[src/rtl/branch_update_queue.sv]
// Branch update queue: in-order tracking of BHT-predicted branches from fetch
// until execute resolves them. Emits the BHT training strobe and a one-cycle
// flush with redirect PC on a misprediction.
module branch_update_queue #(
   parameter int unsigned DEPTH = 4,
   parameter int unsigned IDX_W = 8,
   parameter int unsigned PC_W  = 32
) (
   input  logic                     clk,
   input  logic                     reset,
   input  logic                     push_valid,
   output logic                     push_ready,
   input  logic [IDX_W-1:0]         push_index,
   input  logic                     push_pred_taken,
   input  logic [PC_W-1:0]          push_pc,
   input  logic [PC_W-1:0]          push_pred_target,
   input  logic                     res_valid,
   input  logic                     res_taken,
   input  logic [PC_W-1:0]          res_target,
   output logic                     update_en,
   output logic [IDX_W-1:0]         update_index,
   output logic                     update_taken,
   output logic                     flush,
   output logic [PC_W-1:0]          redirect_pc,
   output logic [$clog2(DEPTH):0]   count,
   output logic                     res_underflow
);

   localparam int unsigned PtrW = $clog2(DEPTH);
   localparam int unsigned CntW = PtrW + 1;
   localparam logic [CntW-1:0] Full = CntW'(DEPTH);

   // Entry storage; contents need no reset since count qualifies them.
   logic [IDX_W-1:0] idx_mem  [DEPTH];
   logic             pt_mem   [DEPTH];
   logic [PC_W-1:0]  pc_mem   [DEPTH];
   logic [PC_W-1:0]  tgt_mem  [DEPTH];

   logic [PtrW-1:0]  wr_q, wr_d, rd_q, rd_d;
   logic [CntW-1:0]  count_q, count_d;
   logic             upd_en_q, upd_en_d;
   logic [IDX_W-1:0] upd_idx_q, upd_idx_d;
   logic             upd_tk_q, upd_tk_d;
   logic             flush_q, flush_d;
   logic [PC_W-1:0]  redir_q, redir_d;
   logic             unf_q, unf_d;

   logic             push_acc, res_acc, mispredict, mem_we;
   logic [IDX_W-1:0] head_idx;
   logic             head_pt;
   logic [PC_W-1:0]  head_pc, head_tgt;

   assign head_idx = idx_mem[rd_q];
   assign head_pt  = pt_mem[rd_q];
   assign head_pc  = pc_mem[rd_q];
   assign head_tgt = tgt_mem[rd_q];

   // Ready deliberately ignores a same-cycle pop so a full queue never takes a push.
   assign push_ready = (count_q < Full) && !flush_q;
   assign push_acc   = push_valid && push_ready;
   assign res_acc    = res_valid && (count_q != '0) && !flush_q;
   assign mispredict = (res_taken != head_pt) ||
                       (res_taken && head_pt && (res_target != head_tgt));
   // A push in the mispredict cycle is wrong-path and is dropped.
   assign mem_we     = push_acc && !(res_acc && mispredict);

   // Next-state: pointers, occupancy and registered update/flush outputs.
   always_comb begin
      wr_d      = wr_q;
      rd_d      = rd_q;
      count_d   = count_q;
      upd_en_d  = 1'b0;
      upd_idx_d = upd_idx_q;
      upd_tk_d  = upd_tk_q;
      flush_d   = 1'b0;
      redir_d   = redir_q;
      unf_d     = res_valid && (count_q == '0) && !flush_q;
      if (res_acc) begin
         upd_en_d  = 1'b1;
         upd_idx_d = head_idx;
         upd_tk_d  = res_taken;
      end
      if (res_acc && mispredict) begin
         wr_d    = '0;
         rd_d    = '0;
         count_d = '0;
         flush_d = 1'b1;
         redir_d = res_taken ? res_target : head_pc + PC_W'(4);
      end else begin
         if (push_acc) wr_d = wr_q + PtrW'(1);
         if (res_acc)  rd_d = rd_q + PtrW'(1);
         if (push_acc && !res_acc)      count_d = count_q + CntW'(1);
         else if (!push_acc && res_acc) count_d = count_q - CntW'(1);
      end
   end

   // State register with asynchronous active-low clear.
   always_ff @(posedge clk or negedge reset) begin
      if (!reset) begin
         wr_q      <= '0;
         rd_q      <= '0;
         count_q   <= '0;
         upd_en_q  <= 1'b0;
         upd_idx_q <= '0;
         upd_tk_q  <= 1'b0;
         flush_q   <= 1'b0;
         redir_q   <= '0;
         unf_q     <= 1'b0;
      end else begin
         wr_q      <= wr_d;
         rd_q      <= rd_d;
         count_q   <= count_d;
         upd_en_q  <= upd_en_d;
         upd_idx_q <= upd_idx_d;
         upd_tk_q  <= upd_tk_d;
         flush_q   <= flush_d;
         redir_q   <= redir_d;
         unf_q     <= unf_d;
      end
   end

   // Entry write on an accepted, non-dropped push.
   always_ff @(posedge clk) begin
      if (mem_we) begin
         idx_mem[wr_q] <= push_index;
         pt_mem[wr_q]  <= push_pred_taken;
         pc_mem[wr_q]  <= push_pc;
         tgt_mem[wr_q] <= push_pred_target;
      end
   end

   assign update_en     = upd_en_q;
   assign update_index  = upd_idx_q;
   assign update_taken  = upd_tk_q;
   assign flush         = flush_q;
   assign redirect_pc   = redir_q;
   assign count         = count_q;
   assign res_underflow = unf_q;

endmodule

[config.mk]
export PLATFORM = sky130hd
export DESIGN_NAME = branch_update_queue
export DESIGN_NICKNAME = d
export VERILOG_FILES = /design/src/rtl/branch_update_queue.sv
export SDC_FILE = /design/constraint.sdc
export NUM_CORES = 1
export LEC_CHECK = 0
export ABC_AREA = 0
export ABC_CLOCK_PERIOD_IN_PS = 11500
export BUFFER_PORTS_ARGS = -buffer_cell sky130_fd_sc_hd__buf_2
export CORE_MARGIN = 2
export CORE_UTILIZATION = 64
export CTS_BUF_LIST = sky130_fd_sc_hd__clkbuf_2 sky130_fd_sc_hd__clkbuf_4 sky130_fd_sc_hd__clkbuf_8
export DETAILED_ROUTE_END_ITERATION = 6
export PLACE_DENSITY = 0.84
export SYNTH_ARGS = -nofsm -noshare
export SYNTH_HDL_FRONTEND = slang
export SYNTH_SLANG_ARGS = --single-unit
[constraint.sdc]
create_clock -name clk -period 11.5 [get_ports clk]
set_clock_uncertainty 0.05 [all_clocks]
set_input_delay 2.3 -clock clk [delete_from_list [all_inputs] [get_ports clk]]
set_output_delay 2.3 -clock clk [all_outputs]
set_load 0.02 [all_outputs]
==> Yosys cells after proc, flatten, opt, wreduce, memory -nomap -nowiden <==
Memories as Yosys holds them, arrays and structs flattened. A register that Yosys moved wholly into a read port is not among the register bits.
Cells that the tools add are included.
{ "classes": {"magnitude_cmp": 1, "n_eq_ne": 2, "mux": 12, "add_sub_neg": 5, "n_reduce_logical": 23} }
{ "op_table": {"columns": ["cell", "count"], "rows": [
  ["32-bit by 3-bit adder with 32-bit output, second input constant", 1],
  ["32-bit 2-to-1 mux", 1],
  ["32-bit inequality test", 1],
  ["1-bit logical AND", 12],
  ["3-bit 2-to-1 mux", 3],
  ["2-bit 2-to-1 mux", 4],
  ["3-bit nonzero test", 2],
  ["1-bit logical NOT", 5],
  ["2-bit by 1-bit adder with 2-bit output, second input constant", 2],
  ["1-bit 2-to-1 mux", 4],
  ["2-bit nonzero test", 2],
  ["3-bit by 1-bit adder with 3-bit output, second input constant", 1],
  ["3-bit logical NOT", 1],
  ["3-bit < comparator, second input constant", 1],
  ["3-bit by 1-bit subtractor with 3-bit output, second input constant", 1],
  ["1-bit logical OR", 1],
  ["1-bit inequality test", 1]
]} }
{ "word_totals": {"out_inout_bits": 48, "n_memories": 4, "ram_bits": 292, "word_cells": 55, "regBits": 43} }
{ "memory_table": {"columns": ["memory", "words", "word_bits", "read_ports", "rd_ports_with_merged_regs", "write_ports", "line", "text"], "rows": [
  ["pc_mem", 4, 32, 1, 0, 1, "36", "logic [PC_W-1:0] pc_mem [DEPTH];"],
  ["tgt_mem", 4, 32, 1, 0, 1, "37", "logic [PC_W-1:0] tgt_mem [DEPTH];"],
  ["idx_mem", 4, 8, 1, 1, 1, "34", "logic [IDX_W-1:0] idx_mem [DEPTH];"],
  ["pt_mem", 4, 1, 1, 0, 1, "35", "logic pt_mem [DEPTH];"]
]} }

==> Longest topological paths before layout <==
An unclocked memory read counts as a cell.
{ "logic_depth": {"word_depth": 9, "depth_mapped": 12, "ltp_nobuf": 8} }

==> Least setup slack after synthesis <==
OpenSTA, ideal clock, no wires.
{ "synth_path": {"path_kind": "input -> register", "start": "in res_target[10]", "end": "mem idx_mem[0][0], enable pin", "required_time_ns": 11.011, "n_path_buf": 1, "stages": 7, "path_slack_ns": 5.817, "t_arrival_ns": 5.193, "cell_sequence": "xnor2_1 -> nand4_1 -> nor4_1 -> a21boi_1 -> o21ai_4 -> buf_4 -> and3_1"} }
{ "synth_between": {"elab_chain_len": 8} }
{ "synth_lines": {"columns": ["element", "line", "text"], "rows": [
  ["start, declared", "19", "input logic [PC_W-1:0] res_target,"],
  ["32-bit inequality test", "63", "(res_taken && head_pt && (res_target != head_tgt));"],
  ["1-bit logical AND", "63", null],
  ["1-bit logical OR", "62", "assign mispredict = (res_taken != head_pt) ||"],
  ["1-bit logical AND", "65", "assign mem_we = push_acc && !(res_acc && mispredict);"],
  ["1-bit logical NOT", "65", null],
  ["1-bit logical AND", "65", null],
  ["1-bit 2-to-1 mux", "124", "if (mem_we) begin"],
  ["1-bit 2-to-1 mux (implied by the code)", "125", "idx_mem[wr_q] <= push_index;"],
  ["end, declared", "34", null]
]} }
Every way passes these cells.

==> Worst setup path after layout <==
{ "layout_path": {"start": "reg rd_q[0]", "end": "mem pc_mem[1][20], enable pin"} }
{ "layout_between": {"elab_chain_len": 9, "word_cells_on_any_way": 12} }
{ "layout_lines": {"columns": ["element", "line", "text"], "rows": [
  ["start, declared", "39", "logic [PtrW-1:0] wr_q, wr_d, rd_q, rd_d;"],
  ["start signal, assigned", "111", "rd_q <= rd_d;"],
  ["memory 4 x 32 bit or memory 4 x 1 bit (tied branches)", null, null],
  ["32-bit inequality test or 1-bit logical AND (tied branches)", "63", null],
  ["1-bit logical AND", "63", null],
  ["1-bit logical OR (*)", "62", null],
  ["1-bit logical AND (*)", "65", null],
  ["1-bit logical NOT (*)", "65", null],
  ["1-bit logical AND (*)", "65", null],
  ["1-bit 2-to-1 mux (*)", "124", null],
  ["1-bit 2-to-1 mux (implied by the code) (*)", "127", "pc_mem[wr_q] <= push_pc;"],
  ["end, declared", "36", null]
]} }
Every way passes the cells marked *; elsewhere a longest branch is shown, timed or not.

==> run metrics <==
outcome=finished clean; detailed-route vias per instance=5.99; reg-to-reg startpoint=rd_q[0]; number of H-tree levels=2; synthesized area per cell=19.1 um^2; number of violations of the max-capacitance limit=0; Final Instance Area=16,100 um^2; required time of the critical path=11.68 ns; CTS tree=built; effective utilization at floorplan=64.8%; number of antenna violations at the first check in global routing=2; terminus of the critical flop-to-flop path=pc_mem[1][20]; number of synthesized flops with an enable pin=292; gate count after technology mapping=738; Die Y=152 um; Worst Max-Slew Pin Slew=1.15 ns; number of filler instances in the final layout=1,269; Unique masters post-synth=42; Max IR drop VDD=147 uV; drt wl/cell=23.2 um; DR DRC count=0; count of final max-slew check failures=0; HPWL reported at the end of detailed placement=18.4 mm; buffers inserted by post-CTS timing repair=0; flops & latches, synth=343; total count of hold-check failures in the final report=0; die area=23,200 um^2; prevailing post-synth register cell=sky130_fd_sc_hd__edfxtp_1; Detailed Route Iter0 Violations=600; Worst Setup Path Type=register to register; sum of routed wire length over all layers=29.0 mm; root buffer cell=sky130_fd_sc_hd__clkbuf_8; final period demand of the worst path=5.73 ns; highest-count cells in the layout ignoring fill and taps=sky130_fd_sc_hd__edfxtp_1 (292), sky130_fd_sc_hd__buf_2 (157), sky130_fd_sc_hd__mux4_2 (73); detailed-routing iteration count for the pre-antenna-repair pass=5; final layout net count=1,040; share of final-layout standard cells stronger than drive strength 1=38.5%; internal reg-to-reg setup slack=5.77 ns; Worst slew margin=23.1%; Layout Utilization=74.3%; post-route insts no fill=1,249; final RePlAce weighted congestion=0.804; syn_nets=856; Synth async-reset ratio=14.9%; IO Count=158; most common cell after layout, fill and taps aside=sky130_fd_sc_hd__edfxtp_1; later-pin clock latency in the skew report=0.60 ns; Reg clk slew, reported paths=0.06 ns; Post-Syn Area=14,100 um^2; standard-cell row count=54; proportion of synthesized chip area in sequential cells=71.4%; total of buffers placed on input and output ports=157; count of placed standard cells including taps=1,147; gr usage total=25.6%; Remaining Overflow, GRT=0; unrepaired setup endpoints after global routing=false; total power per unit cell area=250 nW/um^2; maximum fanout along the worst path=42; relative area change from synthesis to final layout=14.6%; vias in the first global route=7,953; core area=21,700 um^2; worst min-delay path class=register to register; post-route setup TNS=0 ns; pin count of the biggest net entering global routing=74; achievable clock frequency=175 MHz; Tcrit/Tclk final=49.8%; capturing element type of the critical path=register; clock tree sinks=343; wire length of the first global-routing pass=44.9 mm; total of hold buffers inserted after clock tree synthesis=0; type of origin of the critical path=register; maximum clock path buffer count=3; Leakage Power=5.78 nW; number of buffers created by CTS=53; count of cells resized by post-cts repair=0; count of cells along the worst hold path=2; number of cells on the worst reg-to-reg path=10; end point of the most critical hold path=update_index[6]; warnings from Yosys=0; Detail Route Antenna Nets=0; horizontal extent of the die=152 um; hold path start=update_index[6]; final number of setup-violating endpoints=0; Placement Cell Area=15,000 um^2; crit path DAT=5.90 ns; total via count in the routed design=7,479
==> metrics by stage <==
step                      power [mW]  hold slack (ns)  setup slack (ns)
after CTS                       4.05            0.423              5.66
final                           4.02            0.416              5.77
after detailed placement        3.04            0.408              5.65
after floorplan                 2.70            0.539              5.82
after global routing            4.20            0.451              5.37
after global placement          2.99            0.403              5.72
==> critical path: stages, from the launching register on <==
cell	delay, ns
sky130_fd_sc_hd__dfrtp_4	0.96
sky130_fd_sc_hd__buf_4	0.71
sky130_fd_sc_hd__mux4_2	0.61
sky130_fd_sc_hd__xnor2_1	0.27
sky130_fd_sc_hd__nand4_1	0.21
sky130_fd_sc_hd__nor4_1	0.27
sky130_fd_sc_hd__a21boi_1	0.18
sky130_fd_sc_hd__o21ai_4	0.14
sky130_fd_sc_hd__buf_4	0.59
sky130_fd_sc_hd__and3_4	0.70
sky130_fd_sc_hd__buf_4	0.57
==> how the worst max path moves through the flow <==
| stage | from | endpoint | slack [ns] | cells after the start |
|---|---|---|---|---|
| floorplan | res_target[10] | idx_mem[0][0] | 5.82 | 7 |
| global placement | res_target[24] | pc_mem[1][2] | 5.72 | 9 |
| detailed placement | res_target[27] | tgt_mem[1][4] | 5.65 | 9 |
| CTS | rd_q[0] | tgt_mem[1][7] | 5.66 | 10 |
| global route | rd_q[0] | tgt_mem[1][7] | 5.37 | 10 |
| finish | rd_q[0] | pc_mem[1][20] | 5.77 | 10 |
==> cells in the mapped netlist, types with 4 or more instances <==
| library cell | n | area (um^2) |
|---|---|---|
| sky130_fd_sc_hd__edfxtp_1 | 292 | 8770 |
| sky130_fd_sc_hd__clkbuf_1 | 13 | 48.8 |
| sky130_fd_sc_hd__nor2_1 | 7 | 26.3 |
| sky130_fd_sc_hd__and3_1 | 8 | 50.1 |
| sky130_fd_sc_hd__buf_2 | 8 | 40.0 |
| sky130_fd_sc_hd__dfrtp_1 | 51 | 1280 |
| sky130_fd_sc_hd__inv_1 | 9 | 33.8 |
| sky130_fd_sc_hd__buf_12 | 4 | 80.1 |
| sky130_fd_sc_hd__buf_6 | 4 | 45.0 |
| sky130_fd_sc_hd__mux4_2 | 73 | 1640 |
| sky130_fd_sc_hd__xnor2_1 | 51 | 447 |
| sky130_fd_sc_hd__mux2_2 | 6 | 67.6 |
| sky130_fd_sc_hd__nand3_1 | 7 | 35.0 |
| sky130_fd_sc_hd__ha_1 | 7 | 87.6 |
| sky130_fd_sc_hd__nor3_1 | 6 | 30.0 |
| sky130_fd_sc_hd__nand4_1 | 15 | 93.8 |
| sky130_fd_sc_hd__o21ai_0 | 30 | 150 |
| sky130_fd_sc_hd__xor2_1 | 13 | 114 |
| sky130_fd_sc_hd__and2_1 | 8 | 50.1 |
| sky130_fd_sc_hd__mux2_4 | 30 | 450 |
| sky130_fd_sc_hd__nand2_1 | 67 | 251 |
==> where the power goes <==
group          internal (mW)  switching [mW]  total, mW
registers               1.60           0.144       1.75
clock network          0.552           0.457       1.01
logic                  0.586           0.679       1.26
total                   2.74            1.28       4.02
==> cell type report <==
| type | count | area, um^2 | share of cell area, % |
|---|---|---|---|
| tap | 280 | 350 | 2.17 |
| clock inverter | 30 | 191 | 1.19 |
| sequential | 343 | 10000 | 62.4 |
| clock buffer | 70 | 888 | 5.51 |
| timing repair buffer | 164 | 838 | 5.20 |
| inverter | 9 | 33.8 | 0.210 |
| antenna | 2 | 5.00 | 0.0311 |
| multi-input combinational | 351 | 3750 | 23.3 |
==> per-layer routing <==
layer  wire length, um  GRT usage (%)  vias up
met2             14500           41.5      333
met5                 0              0        -
met4               784           8.77        0
met3              2120           5.06       61
met1             11600           35.8     3811
li1                  -              -     3274
==> state kept, by name, indices dropped and copies added (netlist names) <==
register and cells:
count 3, redirect_pc 32, pt_mem 4, res_underflow 1, pc_mem 128, update_index 8
tgt_mem 128, update_en 1, wr_q 2, update_taken 1, rd_q 2, idx_mem 32
flush 1
==> logic make-up (layout without fill, tap and decap cells) <==
family | count (synthesis) | after routing | share of synthesized area [%]
simple gates | 134 | 134 | 4.91
buf+inv | 44 | 273 | 2.08
flops | 343 | 343 | 71.4
compound gates | 36 | 36 | 1.45
mux | 109 | 109 | 15.4
other cells | 0 | 2 | 0
fa+ha+maj | 8 | 8 | 0.765
xor+xnor | 64 | 64 | 3.99
No activity file was read; power rests on OpenSTA's default activity.
